## config.mk

```make
export PLATFORM = sky130hd
export DESIGN_NAME = ram_bist_ctrl_flat
export DESIGN_NICKNAME = d
export VERILOG_FILES = /design/src/rtl/ram_bist_pkg.sv /design/src/rtl/ram_bist_if.sv /design/src/rtl/ram_bist_addr_gen.sv /design/src/rtl/ram_bist_ctrl.sv /design/src/flat_wrapper.sv
export SDC_FILE = /design/constraint.sdc
export NUM_CORES = 1
export LEC_CHECK = 0
export CORE_MARGIN = 2
export CORE_UTILIZATION = 35
export DETAILED_ROUTE_END_ITERATION = 16
export GPL_ROUTABILITY_DRIVEN = 0
export GPL_TIMING_DRIVEN = 1
export PLACE_DENSITY_LB_ADDON = 0.1
export SLEW_MARGIN = 25
export SYNTH_ARGS = -nofsm -noshare
export SYNTH_HDL_FRONTEND = slang
export SYNTH_SLANG_ARGS = --single-unit
```

## constraint.sdc

```tcl
create_clock -name i_clk -period 2.7 [get_ports i_clk]
set_clock_uncertainty 0.2 [all_clocks]
set_input_delay 0.405 -clock i_clk [delete_from_list [all_inputs] [get_ports i_clk]]
set_output_delay 0.405 -clock i_clk [all_outputs]
set_load 0.02 [all_outputs]
```

## src/rtl/ram_bist_pkg.sv

```systemverilog
// Shared types for the March C- RAM BIST controller.
// RAM_BIST_STOP_ON_FAIL_EN (see ram_bist_ctrl) ends the test on first mismatch.
package ram_bist_pkg;

    typedef enum logic [1:0] {
        S_IDLE,
        S_RUN,
        S_DRAIN,
        S_DONE
    } state_e;

    typedef enum logic {
        OP_READ,
        OP_WRITE
    } op_e;

    localparam int MARCH_ELEMS = 6;

    typedef struct packed {
        logic down;
        op_e  first_op;
        logic two_op;
        logic rd_val;
        logic wr_val;
    } elem_t;

    localparam elem_t M0 = '{1'b0, OP_WRITE, 1'b0, 1'b0, 1'b0};
    localparam elem_t M1 = '{1'b0, OP_READ,  1'b1, 1'b0, 1'b1};
    localparam elem_t M2 = '{1'b0, OP_READ,  1'b1, 1'b1, 1'b0};
    localparam elem_t M3 = '{1'b1, OP_READ,  1'b1, 1'b0, 1'b1};
    localparam elem_t M4 = '{1'b1, OP_READ,  1'b1, 1'b1, 1'b0};
    localparam elem_t M5 = '{1'b0, OP_READ,  1'b0, 1'b0, 1'b0};

    function automatic elem_t march_elem(input logic [2:0] idx);
        case (idx)
            3'd0:    return M0;
            3'd1:    return M1;
            3'd2:    return M2;
            3'd3:    return M3;
            3'd4:    return M4;
            default: return M5;
        endcase
    endfunction

endpackage

```

## src/rtl/ram_bist_if.sv

```systemverilog
// RAM-side bus driven by the BIST controller.
// Master drives the RAM; slave is the RAM itself.
interface ram_bist_if #(
    parameter int ADDR_WIDTH = 6,
    parameter int DATA_WIDTH = 8
);
    logic [DATA_WIDTH-1:0] data_in;
    logic [DATA_WIDTH-1:0] data_out;
    logic                  write_enb;
    logic                  read_enb;
    logic [ADDR_WIDTH-1:0] address;

    modport master (
        output data_in,
        output write_enb,
        output read_enb,
        output address,
        input  data_out
    );

    modport slave (
        input  data_in,
        input  write_enb,
        input  read_enb,
        input  address,
        output data_out
    );
endinterface

```

## src/rtl/ram_bist_addr_gen.sv

```systemverilog
// Up/down address counter for the march walk.
// Clear and load-to-terminal reposition it at element boundaries.
module ram_bist_addr_gen #(
    parameter int ADDR_WIDTH = 6
) (
    input  logic                  i_clk,
    input  logic                  i_reset,
    input  logic                  i_clr,
    input  logic                  i_load_top,
    input  logic                  i_step,
    input  logic                  i_down,
    output logic [ADDR_WIDTH-1:0] o_addr,
    output logic                  o_last
);
    logic [ADDR_WIDTH-1:0] r_addr;

    always_ff @(posedge i_clk) begin
        if (i_reset || i_clr)
            r_addr <= '0;
        else if (i_load_top)
            r_addr <= '1;
        else if (i_step)
            r_addr <= i_down ? r_addr - 1'b1 : r_addr + 1'b1;
    end

    assign o_addr = r_addr;
    assign o_last = i_down ? (r_addr == '0) : (r_addr == '1);
endmodule

```

## src/rtl/ram_bist_ctrl.sv

```systemverilog
// March C- BIST controller driving a RAM and checking its read data.
// Define RAM_BIST_STOP_ON_FAIL_EN to stop issuing ops at the first mismatch.
module ram_bist_ctrl
    import ram_bist_pkg::*;
#(
    parameter int ADDR_WIDTH = 6,
    parameter int DATA_WIDTH = 8,
    parameter int READ_LAT   = 1
) (
    input  logic                  i_clk,
    input  logic                  i_reset,
    input  logic                  i_start,
    ram_bist_if.master            io_ram,
    output logic                  o_busy,
    output logic                  o_done,
    output logic                  o_pass,
    output logic [ADDR_WIDTH-1:0] o_fail_addr,
    output logic [2:0]            o_fail_elem,
    output logic [DATA_WIDTH-1:0] o_fail_data
);
`ifdef RAM_BIST_STOP_ON_FAIL_EN
    localparam bit STOP_ON_FAIL = 1'b1;
`else
    localparam bit STOP_ON_FAIL = 1'b0;
`endif
    localparam logic [2:0] LAST_ELEM  = 3'(MARCH_ELEMS - 1);
    localparam logic [2:0] DRAIN_LAST = 3'(READ_LAT - 1);

    state_e                r_state, w_state_nxt;
    logic [2:0]            r_elem, w_elem_nxt;
    logic                  r_phase, w_phase_nxt;
    logic [2:0]            r_drain, w_drain_nxt;
    logic                  w_adv, w_clr, w_load, w_step, w_last;
    logic [ADDR_WIDTH-1:0] w_addr;
    logic                  w_accept, w_mis, w_run_nxt, w_op_wr;
    logic                  w_cur_down, w_cur_two, w_cur_rd;
    logic                  w_we_nxt, w_re_nxt;
    logic [DATA_WIDTH-1:0] w_din_nxt;
    logic                  r_we, r_re, r_ok;
    logic [DATA_WIDTH-1:0] r_din;

    logic                  r_pv    [READ_LAT];
    logic                  r_pexp  [READ_LAT];
    logic [ADDR_WIDTH-1:0] r_paddr [READ_LAT];
    logic [2:0]            r_pelem [READ_LAT];

    assign w_cur_down = march_elem(r_elem).down;
    assign w_cur_two  = march_elem(r_elem).two_op;
    assign w_cur_rd   = march_elem(r_elem).rd_val;
    assign w_accept   = i_start && (r_state == S_IDLE || r_state == S_DONE);
    assign w_mis      = r_pv[READ_LAT-1] &&
        (io_ram.data_out != {DATA_WIDTH{r_pexp[READ_LAT-1]}});

    ram_bist_addr_gen #(.ADDR_WIDTH(ADDR_WIDTH)) u_addr (
        .i_clk      (i_clk),
        .i_reset    (i_reset),
        .i_clr      (w_clr),
        .i_load_top (w_load),
        .i_step     (w_step),
        .i_down     (w_cur_down),
        .o_addr     (w_addr),
        .o_last     (w_last)
    );

    always_ff @(posedge i_clk) begin
        if (i_reset) begin
            r_state <= S_IDLE;
            r_elem  <= '0;
            r_phase <= 1'b0;
            r_drain <= '0;
        end else begin
            r_state <= w_state_nxt;
            r_elem  <= w_elem_nxt;
            r_phase <= w_phase_nxt;
            r_drain <= w_drain_nxt;
        end
    end

    always_comb begin
        w_state_nxt = r_state;
        w_elem_nxt  = r_elem;
        w_phase_nxt = r_phase;
        w_drain_nxt = r_drain;
        w_adv       = 1'b0;
        w_step      = 1'b0;
        unique case (r_state)
            S_IDLE, S_DONE: begin
                if (i_start) begin
                    w_state_nxt = S_RUN;
                    w_elem_nxt  = '0;
                    w_phase_nxt = 1'b0;
                end
            end
            S_RUN: begin
                if (STOP_ON_FAIL && w_mis) begin
                    w_state_nxt = S_DRAIN;
                    w_drain_nxt = '0;
                end else if (w_cur_two && !r_phase) begin
                    w_phase_nxt = 1'b1;
                end else begin
                    w_phase_nxt = 1'b0;
                    if (!w_last) begin
                        w_step = 1'b1;
                    end else if (r_elem == LAST_ELEM) begin
                        w_state_nxt = S_DRAIN;
                        w_drain_nxt = '0;
                    end else begin
                        w_elem_nxt = r_elem + 3'd1;
                        w_adv      = 1'b1;
                    end
                end
            end
            S_DRAIN: begin
                if (r_drain == DRAIN_LAST)
                    w_state_nxt = S_DONE;
                else
                    w_drain_nxt = r_drain + 3'd1;
            end
            default: w_state_nxt = S_IDLE;
        endcase

        // Outputs are registered, so they are computed from the next op.
        w_run_nxt = (w_state_nxt == S_RUN);
        w_load    = w_adv && march_elem(w_elem_nxt).down;
        w_clr     = !w_run_nxt || (w_adv && !march_elem(w_elem_nxt).down);
        w_op_wr   = w_phase_nxt ||
            (march_elem(w_elem_nxt).first_op == OP_WRITE);
        w_we_nxt  = w_run_nxt && w_op_wr;
        w_re_nxt  = w_run_nxt && !w_op_wr;
        w_din_nxt = w_we_nxt ?
            {DATA_WIDTH{march_elem(w_elem_nxt).wr_val}} : '0;
    end

    always_ff @(posedge i_clk) begin
        if (i_reset || w_accept) begin
            for (int i = 0; i < READ_LAT; i++) begin
                r_pv[i]    <= 1'b0;
                r_pexp[i]  <= 1'b0;
                r_paddr[i] <= '0;
                r_pelem[i] <= '0;
            end
        end else begin
            r_pv[0]    <= r_re;
            r_pexp[0]  <= w_cur_rd;
            r_paddr[0] <= w_addr;
            r_pelem[0] <= r_elem;
            for (int i = 1; i < READ_LAT; i++) begin
                r_pv[i]    <= r_pv[i-1];
                r_pexp[i]  <= r_pexp[i-1];
                r_paddr[i] <= r_paddr[i-1];
                r_pelem[i] <= r_pelem[i-1];
            end
        end
    end

    always_ff @(posedge i_clk) begin
        if (i_reset) begin
            r_we        <= 1'b0;
            r_re        <= 1'b0;
            r_din       <= '0;
            r_ok        <= 1'b0;
            o_busy      <= 1'b0;
            o_done      <= 1'b0;
            o_pass      <= 1'b0;
            o_fail_addr <= '0;
            o_fail_elem <= '0;
            o_fail_data <= '0;
        end else begin
            r_we   <= w_we_nxt;
            r_re   <= w_re_nxt;
            r_din  <= w_din_nxt;
            o_busy <= w_run_nxt || (w_state_nxt == S_DRAIN);
            if (w_accept) begin
                r_ok        <= 1'b1;
                o_done      <= 1'b0;
                o_pass      <= 1'b0;
                o_fail_addr <= '0;
                o_fail_elem <= '0;
                o_fail_data <= '0;
            end else begin
                if (w_mis && r_ok) begin
                    r_ok        <= 1'b0;
                    o_fail_addr <= r_paddr[READ_LAT-1];
                    o_fail_elem <= r_pelem[READ_LAT-1];
                    o_fail_data <= io_ram.data_out;
                end
                if (r_state == S_DRAIN && w_state_nxt == S_DONE) begin
                    o_done <= 1'b1;
                    o_pass <= r_ok && !w_mis;
                end
            end
        end
    end

    assign io_ram.data_in   = r_din;
    assign io_ram.write_enb = r_we;
    assign io_ram.read_enb  = r_re;
    assign io_ram.address   = w_addr;
endmodule

```

## src/flat_wrapper.sv

```systemverilog
// flat-port wrapper written by rule: the top's interface ports become plain ports
module ram_bist_ctrl_flat import ram_bist_pkg::*;
#(
    parameter int ADDR_WIDTH = 6,
    parameter int DATA_WIDTH = 8,
    parameter int READ_LAT   = 1
)
  (i_clk, i_reset, i_start, o_busy, o_done, o_pass, o_fail_addr, o_fail_elem, o_fail_data, io_ram_data_in, io_ram_write_enb, io_ram_read_enb, io_ram_address, io_ram_data_out);
  ram_bist_if #(.ADDR_WIDTH(ADDR_WIDTH), .DATA_WIDTH(DATA_WIDTH)) io_ram_i ();
  input  logic i_clk;
  input  logic i_reset;
  input  logic i_start;
  output logic o_busy;
  output logic o_done;
  output logic o_pass;
  output logic [ADDR_WIDTH-1:0] o_fail_addr;
  output logic [2:0] o_fail_elem;
  output logic [DATA_WIDTH-1:0] o_fail_data;
  output wire logic [$bits(io_ram_i.data_in)-1:0] io_ram_data_in;
  output wire logic [$bits(io_ram_i.write_enb)-1:0] io_ram_write_enb;
  output wire logic [$bits(io_ram_i.read_enb)-1:0] io_ram_read_enb;
  output wire logic [$bits(io_ram_i.address)-1:0] io_ram_address;
  input wire logic [$bits(io_ram_i.data_out)-1:0] io_ram_data_out;
  assign io_ram_data_in = io_ram_i.data_in;
  assign io_ram_write_enb = io_ram_i.write_enb;
  assign io_ram_read_enb = io_ram_i.read_enb;
  assign io_ram_address = io_ram_i.address;
  assign io_ram_i.data_out = io_ram_data_out;
  ram_bist_ctrl #(.ADDR_WIDTH(ADDR_WIDTH), .DATA_WIDTH(DATA_WIDTH), .READ_LAT(READ_LAT)) u_core (.i_clk(i_clk), .i_reset(i_reset), .i_start(i_start), .io_ram(io_ram_i), .o_busy(o_busy), .o_done(o_done), .o_pass(o_pass), .o_fail_addr(o_fail_addr), .o_fail_elem(o_fail_elem), .o_fail_data(o_fail_data));
endmodule
```

==> summary by stage, run 1 <==
Run status
The run finished with clean final reports.

Finish
The final cell count without fillers is approximately 430. The repair_antennas step left the layout with diodes totalling 0. The area growth from synthesis to layout is 38.1%. The count of filler cells inserted in the layout is around 640.

With fillers left out, the area of the finished cells amounts to 0.00343 sq mm. The fraction of layout instances using a drive strength above 1 is 0.219. The net count of the finished layout is roughly 370.

Detailed routing
The number of detailed-routing iterations run before antenna repair is 4. The residual antenna-violating net count after detailed routing is 0. The routed length per instance is 13.2 microns. For this run, design rule violations remaining after detail routing come to 0. Dividing the detail-routed via count by the number of cells gives approximately 4.8. For this block, the routed nets add up to between 5000 and 6000 microns of wire. The detailed-route via count is 2,082. After the first detailed-routing iteration, the DRC count stood at between 40 and 50.

Synth
The largest total area in the synthesized netlist belongs to sky130_fd_sc_hd__dfxtp_1. The total of flip-flops plus latches after synthesis is 50. The area share of the largest cell type after synthesis is 0.403. The main flop type after synthesis is sky130_fd_sc_hd__dfxtp_1. The post-synthesis async set-or-reset flop share is 0.

Of the synthesized area, sequential elements account for 0.403. The count of different cell masters after synthesis is 55. The post-synthesis net count is 297. In the post-synthesis netlist, the biggest area contributors are sky130_fd_sc_hd__dfxtp_1, sky130_fd_sc_hd__ha_1, sky130_fd_sc_hd__mux2i_1. The gate count of the mapped netlist is about 270. The average size of a mapped cell is between 9 and 10 sq um. Counting flops with a built-in enable in the synthesized netlist gives 0. In this run the cell area of the synthesized design comes to about 0.0025 sq mm. The warning count from the yosys run is 0.

Timing
The relative slew slack is 0.689. The number of failing hold endpoints at the final stage is 0. The final clock period utilization by the worst path is 0.962. The worst hold margin is approximately 260 ps.

For the pin with the worst max-slew slack, the measured transition is 466 ps. The time the worst path needs with I/O delays and setup is 2600 ps. Setup repair after global routing could not meet its margin everywhere.

The fmax is about 0.38 GHz. The post-route setup TNS is 0 ps. The number of slew-limit violations in the final report came to 0. Setup violations remaining at the end of the flow were counted as 0.

Worst setup path
STA classifies the critical path startpoint as a flip-flop. The critical path data arrival time is ~2600 ps. The critical path data required time is around 2700 ps. Traced cell by cell, the critical path runs through inv_4 > ha_2 > nor4_2 > nor3_2 > buf_4 > a211oi_1 > o211ai_2 > nor3_2 > a211oi_2 > buf_4 > a211oi_1.

Along the worst path, the maximum fanout reaches 5. For this design, the slowest cell found on the critical path is sky130_fd_sc_hd__dfxtp_4. The capturing element type of the critical path is a flip-flop. For this run, the slowest stage of the critical path takes just under 400 ps. The classification of the worst setup path is reg -> reg.

CTS
The maximum number of buffers from clock root to sink is 2. TritonCTS built the clock tree. After clock tree synthesis, the clock-pin slew on the worst setup and hold paths is 90 ps. The number of buffers added by the clock tree synthesis step is 5. The cell sitting at the root of the clock tree is a sky130_fd_sc_hd__clkbuf_8. The clock latency at the later pin of the worst-skew pair is ~300 ps. The maximum level of the CTS H-tree is 2.

The CTS sink count is 50.

GRT
The number of antenna violations at the first check in global routing was 0. The via count of the first global-routing pass came to 2,061. Entering global routing, the biggest net connects 22 pins. The first global-routing pass estimated ~9600 microns of wire.

The total overflow left after global routing is 0. For this run, the total global-route usage over all layers was measured as 0.155.

Place
The total of buffers placed on input and output ports is 46. The placed wire-length estimate after detailed placement is roughly 4100 microns. The standard cell area after detailed placement is 0.00316 sq mm.

In this run, placement finished with an instance count of 419.

Power
Across the VDD grid, the largest voltage drop is approximately 0.27 mV. The total leakage power is about 1.2 nW. The power density normalized to cell area is 422 mW/mm^2. The final total power is 1.45 mW.

Floorplanning
The floorplan step defined a die boundary enclosing slightly below 0.008 sq mm. The area of the core is between 0.006 and 0.007 sq mm. 47 I/O pins were placed.

In this run the vertical extent of the chip is ~88 microns. The die extent in x is 88.3 microns. Row generation in the floorplan step produced 30 rows.

The initial standard-cell utilization of the core is 0.364.

Flow run
Max-cap violations in this run came to 0.

Worst hold path
The min-delay analysis places its worst path in the category reg -> reg.
==> state kept, by name (all words and copies together), names as in the netlist <==
register,count
u_core.r_drain,3
u_core.o_pass,1
u_core.r_paddr,6
u_core.r_pv,1
u_core.r_pexp,1
u_core.io_ram.write_enb,1
u_core.r_phase,1
u_core.o_fail_addr,6
u_core.o_fail_elem,3
u_core.o_fail_data,8
u_core.o_done,1
u_core.r_elem,3
u_core.u_addr.o_addr,6
u_core.r_state,2
u_core.r_ok,1
u_core.io_ram.read_enb,1
u_core.io_ram.data_in,1
u_core.o_busy,1
u_core.r_pelem,3
==> metal layers <==
| metal | vias up | global-route usage | routed length (microns) |
|---|---|---|---|
| met1 | 975 | 0.206 | 2770 |
| met2 | 44 | 0.253 | 2680 |
| met4 | 0 | 0.0441 | 31 |
| met3 | 2 | 0.0373 | 232 |
| met5 | - | 0 | 0 |
| li1 | 1061 | - | - |
==> worst max-delay path: cells and delay by family, from the launching register on <==
family                     cells  cell delay, ps
buffers and inverters          3             370
DFF                            1             390
and+or+nand+nor                3             680
adders and majority gates      1             200
AOI/OAI and AO/OA              4             680
==> Yosys cell counts, types with 2 or more instances <==
library cell,count
sky130_fd_sc_hd__nor2_1,37
sky130_fd_sc_hd__and3_1,2
sky130_fd_sc_hd__nand2b_1,6
sky130_fd_sc_hd__nand2_1,17
sky130_fd_sc_hd__nor2b_1,9
sky130_fd_sc_hd__nand4_1,3
sky130_fd_sc_hd__o21ai_0,7
sky130_fd_sc_hd__buf_2,2
sky130_fd_sc_hd__a211oi_1,6
sky130_fd_sc_hd__buf_4,7
sky130_fd_sc_hd__mux2i_1,19
sky130_fd_sc_hd__and2_1,6
sky130_fd_sc_hd__nor3_1,2
sky130_fd_sc_hd__inv_1,10
sky130_fd_sc_hd__a21oi_1,13
sky130_fd_sc_hd__xnor2_1,2
sky130_fd_sc_hd__xor2_1,2
sky130_fd_sc_hd__a31oi_1,3
sky130_fd_sc_hd__dfxtp_1,50
sky130_fd_sc_hd__nor4_1,2
sky130_fd_sc_hd__nand3_1,8
sky130_fd_sc_hd__and4_1,2
sky130_fd_sc_hd__ha_1,16
sky130_fd_sc_hd__nor3_2,2
sky130_fd_sc_hd__clkbuf_1,6
==> final timing paths <==
path / startpoint / to / slack (ps) / depth (start not counted)
max: u_core.r_elem[1] / u_core.u_addr.o_addr[5] / 100 / 11
min: u_core.io_ram.read_enb / u_core.r_pv[0] / 260 / 1
max reg2reg: u_core.r_elem[1] / u_core.u_addr.o_addr[5] / 100 / 11
min reg2reg: u_core.io_ram.read_enb / u_core.r_pv[0] / 260 / 1
==> logic make-up after synthesis <==
kind of cell / share of synthesized area
buffers and inverters: 0.0554
XOR/XNOR: 0.0141
AO/OA/AOI/OAI: 0.122
AND/OR/NAND/NOR: 0.232
adder cells (fa/ha/maj): 0.0886
flip-flops: 0.403
multiplexers: 0.0856
==> metrics by stage <==
stage,setup slack (ps),utilization
2_1_floorplan,5.41,-
3_3_place_gp,-46.8,0.462
3_5_place_dp,-128,0.462
4_1_cts,8.63,0.484
5_1_grt,-60.8,0.502
6_report,101,0.502
==> final cells by class <==
class	count	area, sq um	share of cell area
Multi-Input combinational cell	192	1450	0.422
Sequential cell	50	1010	0.294
Tap cell	96	120	0.0350
Clock buffer	6	72.6	0.0212
Clock inverter	2	37.5	0.0109
Timing Repair Buffer	77	697	0.203
Inverter	11	46.3	0.0135
==> report_power, final <==
| part | switching (mW) | total, mW | internal (mW) |
|---|---|---|---|
| registers | 0.00798 | 0.754 | 0.746 |
| logic | 0.0870 | 0.162 | 0.0750 |
| clock network | 0.254 | 0.531 | 0.277 |
==> cell usage in the layout (no fill, tap or decap), drive strengths merged, types with 3 or more instances in the layout <==
cell type / n
dfxtp: 50
clkdlybuf4s50: 46
nor2: 38
buf: 31
mux2i: 20
nand2: 17
ha: 16
a21oi: 14
inv: 11
nor2b: 9
nand3: 9
o21ai: 9
and2: 7
a211oi: 7
nand2b: 6
clkbuf: 6
a31oi: 4
nand4: 4
nor3: 4
nor4: 3
or2: 3
==> what timing repair did <==
action                     in CTS  in global routing
hold buffers                    0                  0
resized for setup               9                 16
setup buffers                   2                  5
setup endpoints to repair       2                  8
pin swaps                       3                 15
hold endpoints to repair        0                  0
Note: power is estimated with default switching activity, not from simulation.
==> run 2, diff against run 1 <==
--- a/config.mk
+++ b/config.mk
@@ -11,6 +11,7 @@
 export GPL_ROUTABILITY_DRIVEN = 0
 export GPL_TIMING_DRIVEN = 1
 export PLACE_DENSITY_LB_ADDON = 0.1
+export SETUP_SLACK_MARGIN = 0.15
 export SLEW_MARGIN = 25
 export SYNTH_ARGS = -nofsm -noshare
 export SYNTH_HDL_FRONTEND = slang
==> run 2 against run 1 <==
- combinational power down 2%
- cell count decreased by 0.92%
- worst hold slack improved by 1.5 ps
- first-iteration DRC count rose by 98%
- clock power decreased by 13%
- largest power group unchanged
==> summary by stage, run 2 (synthesized netlist as in run 1, its figures left out) <==
Worst setup path
The total buffers and inverters traversed by the critical path is 1 (-2). Among all stages on the critical path, the largest delay is contributed by sky130_fd_sc_hd__or4_4. The critical path data arrival time was 2620 ps (about the same). In this run the critical register-to-register path is captured at u_core.u_addr.o_addr[1]. The register-to-register path setup slack is 130 ps (+30 ps). The cell with the most instances on the worst path is sky130_fd_sc_hd__ha_2. The number of logic stages on the critical path including buffering is 12 (+1). The setup path with the least slack is of type reg -> reg. The path depth of the worst reg2reg path came to 12 (+1). STA classifies the critical path endpoint as a flip-flop.

The kind of cell adding the most delay to the critical path is simple AND/OR/NAND/NOR gates. STA classifies the critical path startpoint as a flip-flop. The worst-path maximum fanout is 5 (unchanged).

The maximum single-stage delay on the critical path was 400 ps (about the same). Walking the worst path, the cells encountered are ha_2 > mux2i_4 > inv_2 > nand3_4 > a21oi_4 > a31oi_1 > o21ai_1 > o211ai_1 > ha_2 > nand2b_4 > or4_4 > nand3_1. The origin of the critical flop-to-flop path is u_core.r_elem[0]. The critical path data required time is 2750 ps (+30 ps).

Flow run
The number of max-cap violations came to 0 (unchanged).

Worst hold path
The launch instance of the worst min-delay path is u_core.o_pass. The worst hold-check path type is reg -> reg. The path with the worst hold slack has its endpoint at u_core.o_pass. The instance count along the most critical hold path is 2 (+1).

Finish
Leaving out fill and tap cells, the most frequent cells in the layout are sky130_fd_sc_hd__dfxtp_1, sky130_fd_sc_hd__clkdlybuf4s50_1, sky130_fd_sc_hd__nor2_1, sky130_fd_sc_hd__buf_4, sky130_fd_sc_hd__mux2i_1. The post-route core utilization came to 0.499 (-0.00348). The final layout net count is 361 (-1.1%). The register containing the most flip-flops in the final layout is u_core.o_fail_data. Leaving out fill and tap cells, the most frequent cell in the layout is sky130_fd_sc_hd__dfxtp_1. The post-synthesis to final-layout area growth is 37.1%. The fraction of layout instances using a drive strength above 1 is 0.213 (-0.00636). The number of flip-flops under the largest register name is 8 (unchanged).

The count of filler cells inserted in the layout was 674 (+4.8%). The diode insertion count for antenna repair is 0 (unchanged).

Power
The power density normalized to cell area came to 403 mW/mm^2 (-4.4%). The total leakage power was 1.23 nW (-0.19%). The peak supply drop came to 0.187 mV (-31%).

Run status
The run finished with clean final reports.

CTS
The clock latency at the later pin of the worst-skew pair is 310 ps (about the same). The hold buffer count at cts is 0 (unchanged). The number of buffers added by the clock tree synthesis step came to 5 (unchanged).

The maximum level of the CTS H-tree is 2 (unchanged). The maximum number of buffers from clock root to sink is 2 (unchanged). The clock slew at the register clock pins of the worst setup and hold paths is 90 ps (about the same).

The root buffer cell chosen for the clock tree is sky130_fd_sc_hd__clkbuf_8. The clock tree from TritonCTS is done. The CTS sink count is 50 (unchanged).

Timing
The count of endpoints failing setup in the final report is 0 (unchanged). The fmax is 0.390 GHz (+1.3%). The relative slew slack came to 0.735 (+0.0455). The number of slew-limit violations in the final report is 0 (unchanged). The number of failing hold endpoints at the final stage is 0 (unchanged).

The pin slew with the least headroom to its limit is 398 ps (-68.2 ps). The post-route setup TNS is 0 ps (unchanged). The time the worst path needs with I/O delays and setup is 2570 ps (-32.2 ps). The final clock period utilization by the worst path was 0.951 (-0.0119). Setup repair after global routing could not meet its margin everywhere.

Floorplanning
The area of the die was 0.00779 sq mm (unchanged). The height of the die is 88.3 microns (unchanged). The die extent in x was 88.3 microns (unchanged). The area of the core came to 0.00683 sq mm (unchanged). The top-level port count is 47 (unchanged). The initial standard-cell utilization of the core is 0.364 (unchanged). The number of rows in the core area is 30 (unchanged).

GRT
The total routing usage reported by global routing is 0.148 (-0.00770). The via count of the first global-routing pass is 1,890 (-8.3%). The maximum number of pins on one net before global-route repair was 22 (unchanged). The number of antenna violations at the first check in global routing is 0 (unchanged). The sum of overflow across all layers after global routing is 0 (unchanged). The global-route wire length before repair came to 9070 microns (-5.4%).

Detailed routing
The routed length per instance is 12.7 microns (-3.2%). The violation count after the first detailed-routing iteration is 83 (+98%). The detailed-route via count is 2,020 (-3.0%). The number of detailed-routing iterations run before antenna repair came to 4 (unchanged). The post-route DRC violation count is 0 (unchanged). The post-detailed-route via-to-cell ratio came to 4.70 (-2.1%).

The residual antenna-violating net count after detailed routing is 0 (unchanged). The sum of routed wire length over all layers was 5480 microns (-4.1%).

Place
The placed wire-length estimate after detailed placement came to 4030 microns (-0.98%). The total of buffers placed on input and output ports was 46 (unchanged).
run 2: worst max path at each step:
| stage | to | slack [ps] | from |
|---|---|---|---|
| global placement | u_core.u_addr.o_addr[0] | 40 | i_start |
| CTS | u_core.u_addr.o_addr[1] | 120 | u_core.r_elem[0] |
| global route | u_core.o_pass | 0.3 | u_core.r_elem[0] |
| finish | u_core.u_addr.o_addr[1] | 130 | u_core.r_elem[0] |
| detailed placement | u_core.u_addr.o_addr[4] | 30 | i_start |
| floorplan | u_core.u_addr.o_addr[1] | 160 | u_core.r_elem[1] |
run 2: worst min-delay path: cells and delay by family, from the launching register on:
kind	cells	cell delay, ps
AND/OR/NAND/NOR	1	50
flip-flops	1	320
AO/OA/AOI/OAI	1	50
run 2: stage by stage:
step,area (sq um),hold slack (ps),worst slack [ps],instances,total power [mW]
floorplan,2560,240,156,269,0.857
global placement,3190,245,43.6,415,0.926
detailed placement,3190,249,27.0,415,0.924
CTS,3320,263,120,426,1.39
global route,3410,292,0.260,430,1.44
finish,3410,260,133,430,1.37
run 2: repair_timing:
| action | in CTS | in global routing |
|---|---|---|
| gates resized for setup | 8 | 10 |
| setup endpoints to repair | 8 | 13 |
| endpoints found under the hold margin | 0 | 0 |
| buffers inserted | 3 | 4 |
| pin swaps | 3 | 2 |
run 2: where the power goes:
part / switching [mW] / internal, mW / total, mW / leakage, nW
clock network: 0.268 / 0.192 / 0.460 / 0.0502
logic: 0.0855 / 0.0726 / 0.158 / 0.778
registers: 0.00992 / 0.746 / 0.756 / 0.406
run 2: cell type report:
cell class / count / area (sq um) / share of cell area
Multi-Input combinational cell: 192 / 1470 / 0.431
Sequential cell: 50 / 1010 / 0.296
Timing Repair Buffer: 73 / 663 / 0.195
Tap cell: 96 / 120 / 0.0353
Clock buffer: 5 / 68.8 / 0.0202
Inverter: 11 / 48.8 / 0.0143
Clock inverter: 3 / 28.8 / 0.00845
run 2: routing by layer:
layer  GRT usage  share of wire  up-vias
met5           0              0        -
met4      0.0427         0.0082        0
met3      0.0308          0.044        5
met2       0.247           0.47       49
met1       0.193           0.48      915
li1            -              -     1051
==> run 3, diff against run 2 <==
--- a/config.mk
+++ b/config.mk
@@ -5,7 +5,7 @@
 export SDC_FILE = /design/constraint.sdc
 export NUM_CORES = 1
 export LEC_CHECK = 0
-export CORE_MARGIN = 2
+export CORE_MARGIN = 3
 export CORE_UTILIZATION = 35
 export DETAILED_ROUTE_END_ITERATION = 16
 export GPL_ROUTABILITY_DRIVEN = 0
==> run 3 against run 2 <==
- core utilization is 1.1 points higher
- sequential share of layout area is 0.69 points lower
- critical path depth is 1 higher
- global-route usage is 0.68 points lower
- final area is 2.2% higher
- flip-flop and latch count stayed put
- die area is 4.6% higher
- wire length is 3.6% higher
- critical path type unchanged
- via count is 0.99% higher
- total power is 0.66% lower
- largest power group unchanged
- sequential power hardly changed
==> summary by stage, run 3 (synthesized netlist as in run 1, its figures left out) <==
Power
The power density normalized to cell area is 392 mW/mm^2 (-2.8%). The combinational power share is 0.125 (+0.010). The final total power is 1.36 mW (-0.66%). The internal power is 1.01 mW (-0.13%).

The total leakage power came to 1.25 nW (+1.2%). The switching power share of the total is 0.260 (-0.00394). The peak supply drop came to 0.175 mV (-6.3%). The total net switching power is 0.355 mW (-2.1%). The sequential power share came to 0.553 (+0.003). The portion of total power attributed to the clock network came to 0.322 (-0.013).

GRT
The global-route wire length before repair is 9620 microns (+6.0%). The total routing usage reported by global routing is 0.141 (-0.00677). The sum of overflow across all layers after global routing was 0 (unchanged).

The number of antenna violations at the first check in global routing is 0 (unchanged). The maximum number of pins on one net before global-route repair is 23 (+4.5%). The via count of the first global-routing pass is 1,991 (+5.3%).

Timing
The number of slew-limit violations in the final report is 0 (unchanged). The worst hold margin is 275 ps (+14.5 ps). The time the worst path needs with I/O delays and setup is 2620 ps (+50.2 ps). The fmax is 0.382 GHz (-1.9%). The post-route setup TNS is 0 ps (unchanged).

The final worst-path setup slack is 83.3 ps (-50.2 ps). The pin slew with the least headroom to its limit is 569 ps (+171 ps). The relative slew slack was 0.620 (-0.114). The final clock period utilization by the worst path is 0.969 (+0.0186).

Setup repair after global routing could not meet its margin everywhere. The count of endpoints failing setup in the final report is 0 (unchanged). The number of failing hold endpoints at the final stage is 0 (unchanged).

Detailed routing
The residual antenna-violating net count after detailed routing is 0 (unchanged). The post-detailed-route via-to-cell ratio was 4.77 (+1.5%). The sum of routed wire length over all layers is 5670 microns (+3.6%). The number of detailed-routing iterations run before antenna repair was 4 (unchanged).

The routed length per instance is 13.3 microns (+4.1%). The post-route DRC violation count is 0 (unchanged). The detailed-route via count is 2,040 (+0.99%).

The violation count after the first detailed-routing iteration is 48 (-42%).

Worst setup path
The timing startpoint of the critical path is u_core.r_elem[1]. The worst-path maximum fanout is 5 (unchanged). The critical path data arrival time is 2650 ps (+30 ps).

The critical path data required time is 2730 ps (-20 ps). The capturing element type of the critical path is a flip-flop. The cell with the most instances on the worst path is sky130_fd_sc_hd__ha_4. STA classifies the critical path startpoint as a flip-flop.

The classification of the worst setup path is reg -> reg. Walking the worst path, the cells encountered are inv_6 > ha_4 > mux2i_4 > inv_2 > buf_4 > ha_4 > nand2_1 > o21ai_2 > o21ai_1 > a21oi_1 > and3_1 > xnor2_2 > a211oi_2. The largest individual stage delay along the critical path comes from the cell sky130_fd_sc_hd__dfxtp_4. The origin of the critical flop-to-flop path is u_core.r_elem[1]. The maximum single-stage delay on the critical path is 420 ps (+20 ps).

Finish
The number of flip-flops under the largest register name is 8 (unchanged). The diode insertion count for antenna repair is 0 (unchanged). In the layout the commonest cells are sky130_fd_sc_hd__dfxtp_1, sky130_fd_sc_hd__clkdlybuf4s50_1, sky130_fd_sc_hd__nor2_1, sky130_fd_sc_hd__buf_4, sky130_fd_sc_hd__mux2i_1. Leaving out fill and tap cells, the most frequent cell in the layout is sky130_fd_sc_hd__dfxtp_1.

The fraction of layout instances using a drive strength above 1 is 0.247 (+0.0344). Relative to the synthesized area, the layout overhead comes to 40.2%. The final layout net count is 359 (-0.55%). The count of filler cells inserted in the layout is 656 (-2.7%). The register containing the most flip-flops in the final layout is u_core.o_fail_data. The post-layout instance area is 0.00348 sq mm (+2.2%).

CTS
The CTS sink count came to 50 (unchanged). TritonCTS built the clock tree. The clock latency at the later pin of the worst-skew pair came to 310 ps (about the same).

Clock tree synthesis selected as its root buffer the cell sky130_fd_sc_hd__clkbuf_8. The number of buffers added by the clock tree synthesis step came to 5 (unchanged). The clock slew at the register clock pins of the worst setup and hold paths was 100 ps (about the same). The maximum number of buffers from clock root to sink is 2 (unchanged). The maximum level of the CTS H-tree is 2 (unchanged).

Place
The worst slack at placement is -9.67 ps (-36.7 ps). The standard cell area after detailed placement is 0.00318 sq mm (-0.31%). The placed wire-length estimate after detailed placement is 4020 microns (-0.25%). The total of buffers placed on input and output ports came to 46 (unchanged).

Floorplanning
The top-level port count is 47 (unchanged). The area of the die is 0.00815 sq mm (+4.6%). The area of the core is 0.00683 sq mm (unchanged). The number of rows in the core area is 30 (unchanged). The initial standard-cell utilization of the core is 0.364 (unchanged).

The height of the die is 90.3 microns (+2.3%). The die extent in x is 90.3 microns (+2.3%).

Worst hold path
The path class of the tightest hold or removal check is reg -> reg. The launch instance of the worst min-delay path is u_core.r_pelem[0][0].

Flow run
The number of max-cap violations came to 0 (unchanged).

Run status
The flow ran to the end, and the final reports show no timing, DRC or antenna violations.
run 3: changes by cell type in the layout (fill, tap and decap cells not counted), moves of 3 or more:
cell | previous run | this run
sky130_fd_sc_hd__a21oi_1 | 11 | 8
sky130_fd_sc_hd__a21oi_2 | 2 | 5
sky130_fd_sc_hd__ha_1 | 10 | 7
sky130_fd_sc_hd__a211oi_2 | 2 | 6
sky130_fd_sc_hd__a211oi_1 | 5 | 1
sky130_fd_sc_hd__buf_4 | 27 | 23
run 3: through the flow:
stage	cells	utilization
finish	428	0.510
global route	428	0.510
CTS	424	0.494
detailed placement	412	0.465
floorplan	269	-
global placement	412	0.465
run 3: path summary, 6_finish.rpt:
path | to | slack, ps | cells past startpoint
worst max-delay path | u_core.u_addr.o_addr[5] | 80 | 13
worst min-delay path | u_core.o_fail_elem[0] | 270 | 2
worst max register to register | u_core.u_addr.o_addr[5] | 80 | 13
worst min register to register | u_core.o_fail_elem[0] | 270 | 2
run 3: power groups by stage:
stage	clock (mW)	sequential [mW]	combinational (mW)
floorplan	0	0.778	0.0785
global placement	0	0.772	0.160
detailed placement	0	0.772	0.158
CTS	0.461	0.755	0.167
global route	0.489	0.757	0.188
finish	0.439	0.755	0.170
run 3: routing by layer:
| layer | vias to the layer above | global-route usage | share of wire |
|---|---|---|---|
| met3 | 5 | 0.0367 | 0.043 |
| met5 | - | 0 | 0 |
| met2 | 49 | 0.216 | 0.46 |
| met4 | 0 | 0.0421 | 0.0095 |
| met1 | 933 | 0.195 | 0.49 |
| li1 | 1053 | - | - |
run 3: critical path: cells and delay by family (launching register included):
family	cells	cell delay [ps]
XOR/XNOR	1	80
multiplexers	1	210
buffers and inverters	3	330
AO/OA/AOI/OAI	4	590
AND/OR/NAND/NOR	2	280
adder cells (fa/ha/maj)	2	430
flip-flops	1	420
run 3: final cells by class:
cell class,count,area (sq um),share of cell area
clock inverter,3,20.0,0.00575
timing repair buffer,71,664,0.191
inverter,11,51.3,0.0147
tap,96,120,0.0345
clock buffer,5,68.8,0.0198
multi-input combinational,192,1550,0.445
sequential,50,1010,0.290
run 3: what timing repair did:
action | 4_1_cts | 5_1_grt
gates resized for setup | 19 | 16
gates cloned | 0 | 0
pin swaps | 7 | 12
setup endpoints to repair | 8 | 11
setup buffers | 4 | 4
hold buffers | 0 | 0
==> edit 1 (config.mk and constraints of run 2) <==
`READ_LAT` is set to 1 in 2 places; all go to 2.
--- a/src/rtl/ram_bist_ctrl.sv
+++ b/src/rtl/ram_bist_ctrl.sv
@@ -5,7 +5,7 @@
 #(
     parameter int ADDR_WIDTH = 6,
     parameter int DATA_WIDTH = 8,
-    parameter int READ_LAT   = 1
+    parameter int READ_LAT   = 2
 ) (
     input  logic                  i_clk,
     input  logic                  i_reset,
--- a/src/flat_wrapper.sv
+++ b/src/flat_wrapper.sv
@@ -3,7 +3,7 @@
 #(
     parameter int ADDR_WIDTH = 6,
     parameter int DATA_WIDTH = 8,
-    parameter int READ_LAT   = 1
+    parameter int READ_LAT   = 2
 )
   (i_clk, i_reset, i_start, o_busy, o_done, o_pass, o_fail_addr, o_fail_elem, o_fail_data, io_ram_data_in, io_ram_write_enb, io_ram_read_enb, io_ram_address, io_ram_data_out);
   ram_bist_if #(.ADDR_WIDTH(ADDR_WIDTH), .DATA_WIDTH(DATA_WIDTH)) io_ram_i ();
Check against the original RTL: no difference found for any inputs over 10 cycles, from zero or initial values and one cycle with i_reset high; that may be too few to reach the edited logic, so the function may still have changed.
==> edit 1 against run 2 <==
  * Power is 30% higher
  * Routed wire length grew 11%
  * Sequential cell count increased by 11
  * Critical path depth is 2 lower
  * Synthesized cell count is 8.9% higher
  * Largest power group unchanged
  * Synthesized area rose by 10%
  * Final area is 15% higher
  * Setup slack worse by 100 ps
  * Via count is 11% higher
==> edit 1: results (changes against run 2) <==
Run status
Result of the run: finished, final reports clean (unchanged).

Placed design
The post-placement setup slack is -150 ps (was 27.0 ps). The half-perimeter wire length after placement is 4180 microns (was 4030 microns). The cell area after placement came to 0.00340 sq mm (was 0.00319 sq mm). The total instance count after detailed placement was 443 (was 415).

Drt
The mean number of vias per cell was 4.77 (was 4.70). The DRC marker count from the first detailed-route iteration came to 87 (was 83). The detailed-routed wire length on met2 is 2770 microns (was 2580 microns).

The met3 wire length was 334 microns (was 242 microns). The first-pass iteration count of the detailed router is 4 (unchanged). The routed wirelength normalized by instance count came to 12.8 microns (was 12.7 microns).

The post-route met1 wirelength was 2900 microns (was 2610 microns).

Cells and area
The number of multi-input combinational cells in the layout was 202 (was 192). The final non-filler cell total is 472 (was 430). The count of inverters not on the clock network in the layout is 14 (was 11). The area growth from synthesis to layout came to 43.8% (was 37.1%). The ratio of cells with drive above 1 in the final layout came to 27.0% (was 21.3%). The total of plain and repair buffers excluding clock buffers is 77 (was 73). The clock buffer and inverter area fraction after layout is 4.43% (was 2.86%). The register cell area after layout is 0.00123 sq mm (was 0.00101 sq mm). The fraction of area in multi-input gates is 41.2% (was 43.1%). The final-layout non-clock buffer area share is 18.6% (was 19.5%).

The net count of the finished layout is 392 (was 361). The sequential cell count is 61 (was 50). The layout filler cell count was 704 (was 674).

Timing
The slew at the pin closest to its max-slew limit is 567 ps (was 398 ps).

Setup path
The largest fanout on the critical path is 6 (was 5). The data arrival time of the critical path is 2690 ps (was 2620 ps). The standard cell with the maximum stage delay on the critical path is sky130_fd_sc_hd__or3_4 (was sky130_fd_sc_hd__or4_4).

Synthesis
The net count after synthesis is 320 (was 297). The number of standard cells after synthesis was 293 (was 269). Top area cells in the synthesized netlist: sky130_fd_sc_hd__dfxtp_1, sky130_fd_sc_hd__ha_1, sky130_fd_sc_hd__mux2i_1 (unchanged). Commonest cells in the netlist: sky130_fd_sc_hd__dfxtp_1, sky130_fd_sc_hd__nor2_1, sky130_fd_sc_hd__and2_1 (was sky130_fd_sc_hd__dfxtp_1, sky130_fd_sc_hd__nor2_1, sky130_fd_sc_hd__mux2i_1).

Pwr
The peak ir drop on the vdd network is 217 uV (was 187 uV). The leakage power total came to 1.60 nW (was 1.23 nW).

Global route
The met3 track demand over resource came to 4.15% (was 3.08%). The first-pass GRT wire length was 9870 microns (was 9070 microns). The met2 routing resource usage after global routing is 23.3% (was 24.7%). The number of global-route vias before repair is 2129 (was 1890).

Min path
The startpoint of the worst hold path was u_core.r_pexp[0][0] (was u_core.o_pass).

CTS
The clock latency on the worst-skew pair is 340 ps (was 310 ps). The count of H-tree levels built during CTS is 3 (was 2). The CTS buffer count is 9 (was 5).

Floorplan
The standard-cell row count came to 32 (was 30).
==> edit 1: cell types whose count changed after synthesis, sizes merged, moves of 4 or more <==
cell,before,now
dfxtp,50,61
nand3,9,4
and2,7,20
a31oi,4,0
or3,0,4
==> edit 1: cells by family (layout without fill, tap and decap cells) <==
| logic type | count (synthesis) | after routing | synth area share (%) |
|---|---|---|---|
| AND/OR/NAND/NOR | 114 | 114 | 21.2 |
| XOR/XNOR | 4 | 4 | 1.28 |
| AO/OA/AOI/OAI | 49 | 49 | 12.6 |
| flip-flops | 61 | 61 | 44.7 |
| buffers and inverters | 30 | 107 | 5.40 |
| adder cells (fa/ha/maj) | 16 | 16 | 7.60 |
| multiplexers | 19 | 19 | 7.19 |
==> edit 1: worst paths after layout <==
path | end | slack, ps | cells past startpoint
min reg2reg | u_core.r_pexp[0][1] | 220 | 1
min | u_core.r_pexp[0][1] | 220 | 1
max | u_core.u_addr.o_addr[3] | 30 | 10
max reg2reg | u_core.u_addr.o_addr[3] | 30 | 10
==> edit 1: power by group <==
part           total [mW]  internal (mW)  leakage (nW)  switching, mW
registers           0.912          0.907         0.494        0.00509
clock network       0.707          0.335        0.0933          0.372
logic               0.168         0.0772          1.01         0.0907
total                1.79           1.32          1.60          0.468
==> edit 1: what timing repair did <==
action,4_1_cts,5_1_grt
setup endpoints to repair,12,15
buffers inserted,9,4
gates cloned,0,0
hold endpoints to repair,0,0
pin swaps,11,29
resized for setup,13,39
==> edit 1: worst max-delay path, delay by kind of cell (launching register included) <==
| kind | cells | cell delay (ps) |
|---|---|---|
| and+or+nand+nor | 2 | 440 |
| adders and majority gates | 1 | 210 |
| AOI/OAI and AO/OA | 4 | 710 |
| muxes | 1 | 320 |
| buffers and inverters | 2 | 320 |
| DFF | 1 | 350 |
==> edit 2 (config.mk and constraints of run 2) <==
Made on the original files. Make the reset (`i_reset`) asynchronous in 2 clocked blocks.
--- a/src/rtl/ram_bist_ctrl.sv
+++ b/src/rtl/ram_bist_ctrl.sv
@@ -62,7 +62,7 @@
         .o_last     (w_last)
     );
 
-    always_ff @(posedge i_clk) begin
+    always_ff @(posedge i_clk or posedge i_reset) begin
         if (i_reset) begin
             r_state <= S_IDLE;
             r_elem  <= '0;
@@ -153,7 +153,7 @@
         end
     end
 
-    always_ff @(posedge i_clk) begin
+    always_ff @(posedge i_clk or posedge i_reset) begin
         if (i_reset) begin
             r_we        <= 1'b0;
             r_re        <= 1'b0;
Behaviour: differs if i_reset is asserted again (counterexample within 4 cycles, from zero or initial values and one cycle with i_reset high); with i_reset held inactive, the same outputs for 10 cycles.
==> edit 2 against run 2 <==
  * The flow now finishes with violations (negative setup slack)
  * Cell count increased by 2.8%
  * Routed wire length increased by 17%
  * Setup slack got worse by 250 ps
  * Sequential cell count unchanged
  * Final area increased by 15%
  * Non-clock buffer count increased by 26
  * Synthesized area increased by 6.0%
  * Fmax decreased by 8.8%
  * Critical path type unchanged
Power is not compared: it rests on default switching activity, and its combinational part moved more than twofold at a synthesized area within 25%.
==> edit 2: results (changes against run 2) <==
Global route
The number of global-route vias before repair was 2216 (was 1890). The maximum number of pins on one net before global-route repair is 32 (was 22). The aggregate global-route resource usage is 16.0% (was 14.8%). The first-pass GRT wire length was 10700 microns (was 9070 microns).

Setup path
The depth of the worst register-to-register path is 11 (was 12). The launching element of the worst setup path is u_core.r_elem[0] (unchanged). The timing endpoint of the critical path is u_core.o_pass (was u_core.u_addr.o_addr[1]).

The largest fanout on the critical path is 6 (was 5). The data arrival time of the critical path is 2850 ps (was 2620 ps).

Synthesis
The number of different library cells in the post-synthesis netlist is 59 (was 55). The sequential cell area fraction in the yosys report is 44.3% (was 40.3%). The share of synthesized flip-flops with an asynchronous set or reset came to 66.0% (was 0%). Top area cells in the synthesized netlist: sky130_fd_sc_hd__dfrtp_1, sky130_fd_sc_hd__dfxtp_1, sky130_fd_sc_hd__ha_1 (was sky130_fd_sc_hd__dfxtp_1, sky130_fd_sc_hd__ha_1, sky130_fd_sc_hd__mux2i_1).

The net count after synthesis was 278 (was 297). Commonest cells in the netlist: sky130_fd_sc_hd__dfrtp_1, sky130_fd_sc_hd__a22o_1, sky130_fd_sc_hd__inv_1, sky130_fd_sc_hd__nand2_1, sky130_fd_sc_hd__dfxtp_1 (was sky130_fd_sc_hd__dfxtp_1, sky130_fd_sc_hd__nor2_1, sky130_fd_sc_hd__mux2i_1).

Min path
The startpoint of the worst hold path is u_core.r_paddr[0][3] (was u_core.o_pass). The worst hold path class is flip-flop to flip-flop (unchanged). The end point of the most critical hold path is u_core.o_fail_addr[3] (was u_core.o_pass). The cell depth of the worst min-delay path is 1 (was 2).

Placed design
The post-placement setup slack was -146 ps (was 27.0 ps). The cell area after placement is 0.00346 sq mm (was 0.00319 sq mm). The half-perimeter wire length after placement came to 4610 microns (was 4030 microns).

Timing
The final number of setup-violating endpoints is 7 (was 0). The setup slack after layout came to -113 ps (was 133 ps). The slew at the pin closest to its max-slew limit is 586 ps (was 398 ps).

CTS
The clock reaches the later pin of the worst-skew pair after 300 ps. The CTS buffer count is 5 (unchanged). The root buffer cell is sky130_fd_sc_hd__clkbuf_8 (unchanged). The maximum number of buffers from clock root to sink is 2 (unchanged).

Cells and area
The flip-flop count of the largest register, all copies and words added is 8 (unchanged). The net count of the finished layout is 369 (was 361). The ratio of cells with drive above 1 in the final layout is 35.0% (was 21.3%).

Drt
The post-route met1 wirelength is 3100 microns (was 2610 microns). The detailed-route wire length is 6410 microns (was 5480 microns). The detailed-routed wire length on met2 is 3040 microns (was 2580 microns). The first-pass iteration count of the detailed router is 4 (unchanged). The mean number of vias per cell is 5.00 (was 4.70). The DRC marker count from the first detailed-route iteration is 75 (was 83).

The met3 wire length was 218 microns (was 242 microns). The uppermost signal routing layer after detailed routing is met4 (unchanged).

Run status
The final reports fail on negative setup slack. Result of the run: complete, but fails checks (was finished, final reports clean).
==> edit 2: cell types whose count changed in the layout (fill, tap and decap cells not counted), sizes merged, moves of 8 or more <==
cell / before / now
nand3: 9 / 1
dfxtp: 50 / 17
buf: 27 / 53
and3: 2 / 10
nor2: 38 / 14
dfrtp: 0 / 33
nor3: 4 / 12
a22o: 0 / 19
mux2i: 20 / 3
==> edit 2: layer usage <==
| metal | global-route usage, % | vias to the layer above |
|---|---|---|
| met2 | 26.5 | 40 |
| met1 | 21.7 | 1070 |
| li1 | - | 1092 |
| met4 | 3.08 | 0 |
| met5 | 0 | - |
| met3 | 3.26 | 6 |
==> edit 2: area by class of cell <==
| type | instances | area [sq um] |
|---|---|---|
| Clock buffer | 7 | 86.3 |
| Clock inverter | 1 | 30.0 |
| Fill cell | 671 | 3340 |
| Inverter | 19 | 76.3 |
| Multi-Input combinational cell | 167 | 1560 |
| Sequential cell | 50 | 1170 |
| Tap cell | 99 | 124 |
| Timing Repair Buffer | 99 | 870 |
==> edit 2: per-stage QoR <==
step | hold slack [ps] | TNS, ps | instances
final | 248 | -420 | 442
after global routing | 276 | -1400 | 442
after CTS | 253 | -501 | 435
after detailed placement | 232 | -764 | 421
after global placement | 229 | -474 | 421
after floorplan | 227 | 0 | 251
==> edit 2: report_power, final <==
part	switching (mW)	total [mW]	leakage (nW)	internal (mW)
sequential	0.0209	0.800	0.584	0.779
clock	0.245	0.547	0.0585	0.302
combinational	0.369	0.621	0.997	0.253
total	0.635	1.97	1.64	1.33
==> edit 2: cells by family (layout without fill, tap and decap cells) <==
group / after synthesis / after routing / share of synthesized area, %
AO/OA/AOI/OAI: 64 / 64 / 20.1
XOR/XNOR: 4 / 4 / 1.33
adder cells (fa/ha/maj): 16 / 16 / 7.89
buffers and inverters: 34 / 126 / 6.32
flip-flops: 50 / 50 / 44.3
multiplexers: 5 / 5 / 2.61
AND/OR/NAND/NOR: 78 / 78 / 17.5
==> edit 2: critical path: stages, from the launching register on <==
cell	delay, ps
sky130_fd_sc_hd__dfrtp_2	460
sky130_fd_sc_hd__inv_4	60
sky130_fd_sc_hd__ha_4	150
sky130_fd_sc_hd__mux2_4	310
sky130_fd_sc_hd__and3_4	170
sky130_fd_sc_hd__o211ai_1	290
sky130_fd_sc_hd__nand2_1	150
sky130_fd_sc_hd__a31oi_4	290
sky130_fd_sc_hd__ha_4	190
sky130_fd_sc_hd__nand2_2	50
sky130_fd_sc_hd__or3_1	310
sky130_fd_sc_hd__a21oi_1	120
==> edit 2: what timing repair did <==
action,in CTS,in global routing
gates resized for setup,16,30
buffers inserted,6,7
setup endpoints to repair,13,15
gates cloned,0,0
pin swaps,12,16
